## src/rtl/uart_pkg.sv

```systemverilog
// Shared types and constants for the UART word transmitter.
// Byte order within a word is most significant byte first.
package uart_pkg;

  typedef enum logic [1:0] {
    IDLE,
    START,
    DATA,
    STOP
  } uart_state_t;

  localparam int UART_FRAME_BITS     = 10;
  localparam int UART_BYTES_PER_WORD = 3;
  localparam int UART_DATA_BITS      = 8;

  // Byte 0 is bits [23:16]; any index past the last byte returns the low byte.
  function automatic logic [7:0] word_byte(input logic [23:0] word, input logic [1:0] idx);
    case (idx)
      2'd0:    word_byte = word[23:16];
      2'd1:    word_byte = word[15:8];
      default: word_byte = word[7:0];
    endcase
  endfunction

endpackage

```

## src/rtl/uart_byte_tx.sv

```systemverilog
// Single 8N1 byte serialiser: baud counter, bit index, shifter and START/DATA/STOP sequencing.
// A start request seen on the stop bit's last cycle chains straight into the next frame.
module uart_byte_tx
  import uart_pkg::*;
#(
  parameter int CLKS_PER_BIT = 16
) (
  input  logic       clk,
  input  logic       rst,
  input  logic       start,
  input  logic [7:0] byte_in,
  output logic       done,
  output logic       tx
);

  localparam int CW = $clog2(CLKS_PER_BIT);
  localparam logic [CW-1:0] CNT_LAST = CW'(CLKS_PER_BIT - 1);
  localparam logic [2:0]    BIT_LAST = 3'(UART_DATA_BITS - 1);

  uart_state_t   state_q, state_d;
  logic [CW-1:0] cnt_q, cnt_d;
  logic [2:0]    bit_q, bit_d;
  logic [7:0]    shift_q, shift_d;
  logic          tx_q, tx_d;
  logic          terminal;

  assign terminal = (cnt_q == CNT_LAST);
  assign done     = (state_q == STOP) && terminal;
  assign tx       = tx_q;

  // tx_d always reflects the level of the state being entered, so the line is registered.
  always_comb begin
    state_d = state_q;
    cnt_d   = cnt_q;
    bit_d   = bit_q;
    shift_d = shift_q;
    tx_d    = tx_q;
    case (state_q)
      IDLE: begin
        if (start) begin
          state_d = START;
          cnt_d   = '0;
          shift_d = byte_in;
          tx_d    = 1'b0;
        end
      end
      START: begin
        if (terminal) begin
          state_d = DATA;
          cnt_d   = '0;
          bit_d   = '0;
          tx_d    = shift_q[0];
        end else begin
          cnt_d = cnt_q + 1'b1;
        end
      end
      DATA: begin
        if (terminal) begin
          cnt_d = '0;
          if (bit_q == BIT_LAST) begin
            state_d = STOP;
            bit_d   = '0;
            tx_d    = 1'b1;
          end else begin
            bit_d   = bit_q + 3'd1;
            shift_d = {1'b0, shift_q[7:1]};
            tx_d    = shift_q[1];
          end
        end else begin
          cnt_d = cnt_q + 1'b1;
        end
      end
      STOP: begin
        if (terminal) begin
          cnt_d = '0;
          if (start) begin
            state_d = START;
            shift_d = byte_in;
            tx_d    = 1'b0;
          end else begin
            state_d = IDLE;
          end
        end else begin
          cnt_d = cnt_q + 1'b1;
        end
      end
      default: begin
        state_d = IDLE;
        tx_d    = 1'b1;
      end
    endcase
  end

  always_ff @(posedge clk or posedge rst) begin
    if (rst) begin
      state_q <= IDLE;
      cnt_q   <= '0;
      bit_q   <= '0;
      shift_q <= '0;
      tx_q    <= 1'b1;
    end else begin
      state_q <= state_d;
      cnt_q   <= cnt_d;
      bit_q   <= bit_d;
      shift_q <= shift_d;
      tx_q    <= tx_d;
    end
  end

endmodule

```

## src/rtl/uart_word_tx.sv

```systemverilog
// Sends a 24-bit FIFO word as three back-to-back 8N1 bytes, MSB byte first.
// Holds the word, selects bytes and reports progress to the FIFO control stage.
module uart_word_tx
  import uart_pkg::*;
#(
  parameter int CLKS_PER_BIT = 16
) (
  input  logic        tx_spi_sclk_wire,
  input  logic        rst,
  input  logic        word_valid,
  input  logic [23:0] word_data,
  output logic        word_ready,
  output logic        idle,
  output logic [1:0]  uart_counter,
  output logic        uart_tx,
  output logic        word_done
);

  localparam logic [1:0] LAST_BYTE = 2'(UART_BYTES_PER_WORD - 1);

  logic        idle_q, idle_d;
  logic [1:0]  counter_q, counter_d;
  logic [23:0] hold_q, hold_d;
  logic        start_q, start_d;
  logic        word_done_q, word_done_d;
  logic        accept;
  logic        byte_done;
  logic        byte_start;
  logic [1:0]  byte_sel;

  assign accept     = idle_q && word_valid;
  // The next byte is launched on the stop bit's final cycle so frames abut with no gap.
  assign byte_start = start_q || (byte_done && (counter_q != LAST_BYTE));
  assign byte_sel   = byte_done ? (counter_q + 2'd1) : counter_q;

  always_comb begin
    idle_d      = idle_q;
    counter_d   = counter_q;
    hold_d      = hold_q;
    start_d     = 1'b0;
    word_done_d = 1'b0;
    if (accept) begin
      hold_d    = word_data;
      idle_d    = 1'b0;
      counter_d = '0;
      start_d   = 1'b1;
    end else if (!idle_q && byte_done) begin
      if (counter_q != LAST_BYTE) begin
        counter_d = counter_q + 2'd1;
      end else begin
        counter_d   = '0;
        idle_d      = 1'b1;
        word_done_d = 1'b1;
      end
    end
  end

  always_ff @(posedge tx_spi_sclk_wire or posedge rst) begin
    if (rst) begin
      idle_q      <= 1'b1;
      counter_q   <= '0;
      hold_q      <= '0;
      start_q     <= 1'b0;
      word_done_q <= 1'b0;
    end else begin
      idle_q      <= idle_d;
      counter_q   <= counter_d;
      hold_q      <= hold_d;
      start_q     <= start_d;
      word_done_q <= word_done_d;
    end
  end

  uart_byte_tx #(
    .CLKS_PER_BIT(CLKS_PER_BIT)
  ) u_byte_tx (
    .clk    (tx_spi_sclk_wire),
    .rst    (rst),
    .start  (byte_start),
    .byte_in(word_byte(hold_q, byte_sel)),
    .done   (byte_done),
    .tx     (uart_tx)
  );

  assign word_ready   = idle_q;
  assign idle         = idle_q;
  assign uart_counter = counter_q;
  assign word_done    = word_done_q;

endmodule

```

## config.mk

```make
export PLATFORM = sky130hd
export DESIGN_NAME = uart_word_tx
export DESIGN_NICKNAME = d
export VERILOG_FILES = /design/src/rtl/uart_pkg.sv /design/src/rtl/uart_byte_tx.sv /design/src/rtl/uart_word_tx.sv
export SDC_FILE = /design/constraint.sdc
export NUM_CORES = 1
export LEC_CHECK = 0
export CAP_MARGIN = 10
export CELL_PAD_IN_SITES_DETAIL_PLACEMENT = 1
export CELL_PAD_IN_SITES_GLOBAL_PLACEMENT = 1
export CORE_UTILIZATION = 40
export CTS_CLUSTER_SIZE = 10
export DETAILED_ROUTE_END_ITERATION = 8
export PLACE_DENSITY = 0.85
export REMOVE_ABC_BUFFERS = 1
export SKIP_LAST_GASP = 1
export SLEW_MARGIN = 20
export SYNTH_ARGS = -nofsm -noshare
export SYNTH_HDL_FRONTEND = slang
export SYNTH_HIERARCHICAL = 1
export SYNTH_SLANG_ARGS = --single-unit
```

## constraint.sdc

```tcl
create_clock -name tx_spi_sclk_wire -period 4.7 [get_ports tx_spi_sclk_wire]
set_clock_uncertainty 0.15 [all_clocks]
set_input_delay 0.94 -clock tx_spi_sclk_wire [delete_from_list [all_inputs] [get_ports tx_spi_sclk_wire]]
set_output_delay 0.94 -clock tx_spi_sclk_wire [all_outputs]
set_load 0.01 [all_outputs]
```

Word-level counts from Yosys, hierarchy flattened. Index checks and enable logic that the tools add are counted.

Bits in registers: 47. Bits of input ports: 27. Word-level logic and storage cells: 81.

Add/sub/neg operators: 3. Eq/ne operators: 14. Mux-type cells: 37. Reduce and logical (&&, ||, !) cells: 17.

Operators with widths (number): 2-to-1 mux 8 bit (4); case mux 8 bit (3 select lines) (1); 2-to-1 mux 2 bit (9); case mux 8 bit (2 select lines) (1); 2-to-1 mux 1 bit (13); 2-to-1 mux 3 bit (3); 2-to-1 mux 4 bit (2); inequality test 2 x 1 -> 1 bit (second input constant) (4); inequality test 2 bit (second input constant) (4); case mux 2 bit (4 select lines) (1); case mux 4 bit (2 select lines) (1); case mux 3 bit (2 select lines) (1); AND reduction 3 bit (2); AND reduction 5 bit (1); adder 4 x 1 -> 4 bit (second input constant) (1); equality test 2 x 1 -> 1 bit (second input constant) (2); equality test 2 bit (second input constant) (2); equality test 4 bit (second input constant) (1); logical AND 1 bit (4); logical NOT 2 bit (2); case mux 1 bit (4 select lines) (1); AND reduction 4 bit (1); nonzero test 2 bit (2); adder 3 x 1 -> 3 bit (second input constant) (1); other kinds (7) (7).

Logic depth before layout (Yosys ltp). Gate-level depths: netlist of the first run.

Depth in word-level cells: 8. Depth in mapped cells: 10. Gate-level depth less buffers: 8.

By module. The synthesis of the first run kept the hierarchy.

By module, submodules not included: uart_word_tx (times used 1, cells each 113, area an instance 1340.0 µm², sequential area each 726.9 µm²); uart_byte_tx (times used 1, cells each 108, area an instance 1061.0 µm², sequential area each 451.7 µm²).

Least setup slack after synthesis of the first run. OpenSTA, ideal clock, no wires.

Path type: register to register. Start point: reg u_byte_tx.cnt_q[0]. End point: reg u_byte_tx.state_q[1]. Library setup time: 0.128 ns. Data arrival time: 2.091 ns. Setup slack: 2.331 ns. Cell stages (with the launch flop): 11. Buffers on the path: 2. Clock period less this slack: 2.369 ns. Cell sequence: dfrtp_1 > ha_1 > and3_4 > and2_1 > buf_6 > a21o_2 > nor2b_1 > clkbuf_1 > nor2_1 > nand2_1 > mux2_1.

Cells in the longest elaborated chain, start to end: 6. Elaborated cells between the ends (all ways): 9. Those cells by class: eq/ne (5); reduce/logical (4).

Ends and longest elaborated chain: from (decl) (RTL line uart_byte_tx.sv:21) `logic [CW-1:0] cnt_q, cnt_d;`; from (signal assigned) (RTL line uart_byte_tx.sv:103) `cnt_q <= cnt_d;`; equality test 4 bit (RTL line uart_byte_tx.sv:27) `assign terminal = (cnt_q == CNT_LAST);`; logical AND 1 bit (RTL line uart_byte_tx.sv:28) `assign done = (state_q == STOP) && terminal;`; net byte_done (RTL line uart_word_tx.sv:27) `logic byte_done;`; logical AND 1 bit (RTL line uart_word_tx.sv:33) `assign byte_start = start_q || (byte_done && (counter_q != LAST_BYTE));`; logical OR 1 bit (RTL line uart_word_tx.sv:33); net byte_start (RTL line uart_word_tx.sv:28) `logic byte_start;`; inequality test 2 bit (no line); AND reduction 5 bit (no line); to (signal assigned) (RTL line uart_byte_tx.sv:102) `state_q <= state_d;`; to (decl) (RTL line uart_byte_tx.sv:20) `uart_state_t state_q, state_d;`.

The timed path passes the listed nets, and every way through them passes these cells. A chain may end at the register's enable or synchronous reset.

Worst setup path after layout of the first run. Same ends and word-level chain as after synthesis.

==> flow_metrics.py, run 1 <==
metrics = {
    "routing": {
        "wl_per_cell_um": 15.93,
        "wl_mm": 5.178,
        "first_iter_violations": 73,
        "drc": 0,
        "vias": 1675,
        "dr.pass1.iters": 3,
        "routed_via_density": 5.154,
        "ant_nets": 0,
    },
    "final_layout": {
        "drive_above_1_share_pct": 7.905,
        "fillCellCount": 593,
        "syn_to_final_growth_pct": 20.64,
        "finalNetCount": 291,
        "design_area_um2": 2897,
        "antenna_cells": 0,
    },
    "clock_network": {
        "cts_num_sinks": 47,
        "cts_htree_levels": 2,
        "clk_path_buf_depth": 2,
        "clk_pin_slew_ns": 0.09,
        "cts_resized": 0,
        "cts_tree": "done",
        "cts_hold_buf": 0,
        "clock_latency_ns": 0.30,
        "postCtsSetupRepairBufs": 0,
        "cts-root-buf": "clkbuf_8",
        "cts_made_buffers": 5,
    },
    "power_and_ir_drop": {
        "vdd_drop_max_mv": 0.2339,
        "power_density_nw_per_um2": 481.9,
        "power.leakage_nw": 1.329,
    },
    "yosys": {
        "yosys-top-cells-count": "45 x dfrtp_1, 33 x nand2_1, 24 x mux2_1, 13 x nor2_1, 12 x ha_1",
        "postSynthAreaPerCell_um2": 10.86,
        "synthArstFlopShare_pct": 100.0,
        "yosysTopAreaCell": "dfrtp_1",
        "ys_seq_area_share_pct": 49.09,
        "yosysWarnings": 6,
        "ys_seq_elements": 47,
        "yosysMostFrequentCell": "dfrtp_1",
        "postSynthCellCount": 221,
        "synth_edf_count": 0,
        "synth_top_area_share_pct": 46.90,
        "synth.area.top_cells": "dfrtp_1 47%, mux2_1 11%, ha_1 6.3%, nand2_1 5.2%, mux2i_1 4.2%",
        "yosys_most_used_dff": "dfrtp_1",
        "synth.distinct_cells": 43,
        "synthesis.area_um2": 2401,
    },
    "timing": {
        "finalMaxSlewViolations": 0,
        "slew_headroom_pct": 52.89,
        "finalHoldViolations": 0,
        "clock.fmax_mhz": 366.9,
        "rsz0062_at_grt": "false",
        "fin_crit_sh_pct": 57.99,
        "setup_slack_ns": 1.975,
        "min_period_ns": 2.725,
        "worstMarginPinSlew_ns": 0.7059,
        "setup_viol": 0,
        "hold_slack_ns": 0.3497,
        "setup_tns_ns": 0,
    },
    "floorplanning": {
        "fp.coreArea_um2": 5642,
        "rows": 27,
        "initial_utilization_pct": 42.56,
        "dieArea_um2": 6316,
        "io_pins": 33,
        "fp.dieW_um": 79.48,
        "die_h_um": 79.48,
    },
    "global_routing": {
        "grt_max_degree": 30,
        "antenna_found_initial": 0,
        "grtUsageTotal_pct": 18.56,
        "grt_pass1_wl_mm": 8.921,
        "grt_pass1_vias": 1808,
        "gr-total-overflow": 0,
    },
    "setup_path": {
        "worstPathRequired_ns": 4.73,
        "endpoint_kind": "flip-flop",
        "crit_fanout": 9,
        "worstPathArrival_ns": 2.75,
        "path_class": "reg -> reg",
        "cp-start-kind": "flip-flop",
        "r2r_cells": 8,
    },
    "placed_design": {
        "dpl-instance-area_um2": 2764,
        "post-dp-hpwl_mm": 3.787,
        "pre_cts_slack_ns": 2.008,
        "gp_congestion": 0.7406,
        "port-buffer-count": 32,
    },
    "hold_path": {
        "hold_depth": 2,
        "hp-class": "reg -> reg",
    },
    "flow_run": {
        "maxCapViolCount": 0,
    },
    "outcome": {
        "status": "finished clean",
    },
}
sequential cells by signal, summed over array words and instances, names as in the netlist:
register	flops
hold_q	24
idle	1
start_q	1
u_byte_tx/bit_q	3
u_byte_tx/cnt_q	4
u_byte_tx/shift_q	8
u_byte_tx/state_q	2
u_byte_tx/tx	1
uart_counter	2
word_done	1
through the flow:
stage                     instances  utilization [%]  power [mW]
after floorplan                 213                -      0.9098
final                           325            51.34       1.396
after detailed placement        317            48.99       1.062
after CTS                       325            51.34       1.416
after global routing            325            51.34       1.506
after global placement          317            48.99       1.031
worst max-delay path, cell delays in order (launching register included):
cell and delay [ns]:
dfrtp_1 0.42, ha_1 0.26, and3_4 0.19, and2_1 0.28
a21o_2 0.26, nor2b_1 0.46, nor2_1 0.10, nand2_1 0.14
mux2_1 0.34
report_power, final:
part	internal, mW	switching (mW)	leakage [nW]	total, mW
Sequential	0.495	0.0744	0.591	0.569
Combinational	0.216	0.265	0.672	0.481
Clock	0.213	0.133	0.0654	0.346
Total	0.923	0.473	1.33	1.40
area by class of cell:
| class | count | area (µm²) | share of cell area (%) |
|---|---|---|---|
| clock inverters | 2 | 60.06 | 2.073 |
| multi-input cells | 155 | 1134 | 39.14 |
| inverters | 11 | 41.29 | 1.425 |
| well taps | 72 | 90.09 | 3.110 |
| clock buffers | 6 | 72.57 | 2.505 |
| flip-flops and latches | 47 | 1179 | 40.69 |
| repair buffers | 32 | 320.3 | 11.06 |
metal layers:
| metal | GRT usage, % | wire [µm] | up-vias |
|---|---|---|---|
| met5 | 0 | 0 | - |
| met4 | 5.455 | 46 | 0 |
| met3 | 4.000 | 128 | 4 |
| met2 | 30.94 | 2549 | 26 |
| met1 | 24.08 | 2454 | 822 |
| li1 | - | - | 823 |
final timing paths:
check                                     start                   end  slack [ns]
min reg2reg                u_byte_tx/shift_q[5]  u_byte_tx/shift_q[5]        0.35
min in group asynchronous                   rst             word_done        0.91
min                        u_byte_tx/shift_q[5]  u_byte_tx/shift_q[5]        0.35
max                          u_byte_tx/cnt_q[0]  u_byte_tx/state_q[1]        1.97
max in group asynchronous                   rst    u_byte_tx/cnt_q[2]        3.00
max reg2reg                  u_byte_tx/cnt_q[0]  u_byte_tx/state_q[1]        1.97
logic make-up after synthesis:
logic type,after synthesis,share of synthesized area [%]
adder cells (fa/ha/maj),12,6.253
buffers and inverters,19,3.700
XOR/XNOR,2,0.7297
flip-flops,47,49.09
AO/OA/AOI/OAI,39,10.68
AND/OR/NAND/NOR,65,12.25
multiplexers,37,17.30
layout by cell type, fill, tap and decap left out, types with 2 or more instances in the layout:
cell / synthesis / layout
clkdlybuf4s50_1: 0 / 32
dfrtp_1: 45 / 45
inv_1: 11 / 10
nor2b_1: 4 / 4
nor2_1: 13 / 13
mux2i_1: 10 / 10
o21ai_1: 2 / 2
a21o_2: 2 / 2
dfstp_2: 2 / 2
a21oi_1: 5 / 5
o21ai_0: 10 / 10
nand2_1: 33 / 33
a31oi_1: 8 / 8
nor4_1: 2 / 2
nand3_1: 2 / 2
o22ai_1: 2 / 2
mux2_2: 2 / 2
bufinv_16: 0 / 2
clkbuf_8: 0 / 5
mux2_1: 24 / 24
and3_1: 2 / 2
ha_1: 12 / 12
nand2b_1: 3 / 3
(Power assumes the default switching activity.)
==> run 2, diff against run 1 <==
==> constraint.sdc (replaced) <==
create_clock -name tx_spi_sclk_wire -period 2.8 [get_ports tx_spi_sclk_wire]
set_clock_uncertainty 0.15 [all_clocks]
set_input_delay 0.56 -clock tx_spi_sclk_wire [delete_from_list [all_inputs] [get_ports tx_spi_sclk_wire]]
set_output_delay 0.56 -clock tx_spi_sclk_wire [all_outputs]
set_load 0.01 [all_outputs]
==> run 2 against run 1 <==
  * Via count increased by 5.5%
  * Sequential cell count stayed put
  * Sequential power rose by 68%
  * Critical endpoint is now u_byte_tx/shift_q[0]
  * Wire length up 8.4%
  * Global-route usage up 0.12 points
  * Worst hold slack is essentially flat
  * Combinational power is 81% higher
  * Count of clock-buffer cells in the layout stayed put
  * Core utilization is 1.2 points higher
==> flow_metrics.py, run 2 (same netlist as run 1, synthesis figures left out) <==
metrics = {
    "global_routing": {
        "grt_pass1_vias": 1847,
        "grtUsageTotal_pct": 18.69,
        "antenna_found_initial": 0,
        "grt_pass1_wl_mm": 8.873,
        "grt_max_degree": 30,
        "gr-total-overflow": 0,
    },
    "power_and_ir_drop": {
        "pwr-share-clk_pct": 24.3,
        "power_frac_seq_pct": 39.6,
        "pwr-share-comb_pct": 36.1,
        "power_density_nw_per_um2": 815.6,
        "vdd_drop_max_mv": 0.3658,
        "internal_power_mw": 1.585,
        "swShare_pct": 34.39,
        "p_sw_mw": 0.8306,
        "power.leakage_nw": 1.367,
    },
    "clock_network": {
        "cts_tree": "done",
        "clk_path_buf_depth": 2,
        "clk_pin_slew_ns": 0.09,
        "cts-root-buf": "clkbuf_8",
        "clock_latency_ns": 0.30,
        "cts_num_sinks": 47,
        "cts_made_buffers": 5,
        "cts_htree_levels": 2,
        "cts_hold_buf": 0,
    },
    "routing": {
        "dr_wl_met3_um": 175,
        "vias": 1767,
        "met2_length_mm": 2.878,
        "wl_mm": 5.614,
        "top_layer_used": "met4",
        "ant_nets": 0,
        "wl_per_cell_um": 16.96,
        "dr.pass1.iters": 4,
        "routed_via_density": 5.338,
        "drt-met1-wl_mm": 2.415,
        "first_iter_violations": 34,
        "drc": 0,
    },
    "placed_design": {
        "dp_cells": 321,
        "post-dp-hpwl_mm": 3.673,
        "port-buffer-count": 32,
        "gp_congestion": 0.8188,
    },
    "final_layout": {
        "final_cell_mix": "45 x dfrtp_1, 33 x nand2_1, 32 x clkdlybuf4s50_1, 24 x mux2_1, 13 x nor2_1",
        "multi_input_area_um2": 1141,
        "largest_reg_flops": 24,
        "fillCellCount": 600,
        "antenna_cells": 0,
        "regMostFlops": "hold_q",
        "register_area_um2": 1179,
        "drive_above_1_share_pct": 10.04,
        "syn_to_final_growth_pct": 23.35,
        "reg.largest.list": "hold_q x24, u_byte_tx/shift_q x8, u_byte_tx/cnt_q x4",
        "instances_no_fill": 331,
        "finalNetCount": 297,
        "final_common_cell": "dfrtp_1",
    },
    "floorplanning": {
        "initial_utilization_pct": 42.56,
        "fp.dieW_um": 79.48,
        "fp.coreArea_um2": 5642,
        "dieArea_um2": 6316,
        "die_h_um": 79.48,
        "rows": 27,
        "io_pins": 33,
    },
    "setup_path": {
        "worstPathRequired_ns": 2.86,
        "worstPathArrival_ns": 2.59,
        "cp-start-kind": "flip-flop",
        "r2r_start": "u_byte_tx/cnt_q[0]",
        "path_class": "reg -> reg",
        "endpoint_kind": "flip-flop",
        "crit_fanout": 8,
        "crit_path_start": "u_byte_tx/cnt_q[0]",
    },
    "timing": {
        "min_period_ns": 2.529,
        "slew_headroom_pct": 53.63,
        "clock.fmax_mhz": 395.4,
        "finalHoldViolations": 0,
        "rsz0062_at_grt": "false",
        "setup_tns_ns": 0,
        "setup_viol": 0,
        "finalMaxSlewViolations": 0,
        "fin_crit_sh_pct": 90.33,
        "worstMarginPinSlew_ns": 0.6956,
    },
    "hold_path": {
        "worstHoldStart": "u_byte_tx/shift_q[4]",
        "hp-class": "reg -> reg",
    },
    "outcome": {
        "status": "finished clean",
    },
    "flow_run": {
        "maxCapViolCount": 0,
    },
}
-- run 2: cell count changes in the layout (fill, tap and decap cells not counted), sizes merged --
cell and change:
buf +6
-- run 2: final cells by class --
| type | count | share of cell area [%] |
|---|---|---|
| clock inverter | 2 | 2.028 |
| clock buffer | 6 | 2.450 |
| sequential | 47 | 39.80 |
| tap | 72 | 3.042 |
| timing repair buffer | 38 | 12.76 |
| inverter | 11 | 1.394 |
| multi-input combinational | 155 | 38.53 |
-- run 2: metrics by stage --
stage	instance area (µm²)	util, %	hold slack [ns]	total power [mW]	worst slack, ns
final	2962	52.50	0.3500	2.416	0.2708
after global routing	2962	52.50	0.3794	2.572	0.1369
after CTS	2927	51.87	0.3523	2.415	0.1663
after detailed placement	2794	49.52	0.3315	1.811	0.2254
after global placement	2794	49.52	0.3164	1.758	0.3629
after floorplan	2354	-	0.2996	1.527	0.3986
-- run 2: timing repair --
action | in CTS | in global routing
gates resized for setup | 0 | 1
setup endpoints to repair | 0 | 1
setup buffers | 0 | 2
hold endpoints to repair | 0 | 0
-- run 2: final timing paths --
path / depth (start not counted) / slack [ns] / to
worst max-delay path: 8 / 0.27 / u_byte_tx/shift_q[0]
worst min-delay path: 2 / 0.35 / u_byte_tx/shift_q[4]
worst max register to register: 8 / 0.27 / u_byte_tx/shift_q[0]
worst min register to register: 2 / 0.35 / u_byte_tx/shift_q[4]
max in group asynchronous: 2 / 1.53 / u_byte_tx/shift_q[1]
min in group asynchronous: 3 / 0.50 / uart_counter[1]
-- run 2: power groups by stage --
stage	clock (mW)	sequential (mW)	combinational, mW
floorplan	0	0.932	0.595
global placement	0	0.956	0.801
detailed placement	0	0.963	0.848
CTS	0.599	0.955	0.862
global route	0.621	0.978	0.973
finish	0.588	0.957	0.872
-- run 2: worst max-delay path, cell delays in order, from the launching register on --
cell and delay [ns]:
dfrtp_1 0.42, ha_1 0.25, and3_4 0.19, and2_1 0.30, xnor2_2 0.47, nand2_1 0.17, a31oi_1 0.21, mux2i_1 0.10
o21ai_0 0.20
-- run 2: layer usage --
layer	track usage [%]	vias up
li1	-	843
met1	24.67	876
met2	29.32	36
met3	3.657	12
met4	8.909	0
met5	0	-
==> run 3, diff against run 2 <==
--- a/config.mk
+++ b/config.mk
@@ -14,7 +14,7 @@
 export PLACE_DENSITY = 0.85
 export REMOVE_ABC_BUFFERS = 1
 export SKIP_LAST_GASP = 1
-export SLEW_MARGIN = 20
+export SLEW_MARGIN = 40
 export SYNTH_ARGS = -nofsm -noshare
 export SYNTH_HDL_FRONTEND = slang
 export SYNTH_HIERARCHICAL = 1
==> results of run 3 <==
Final layout, timing and power as in run 2 (identical DEF).
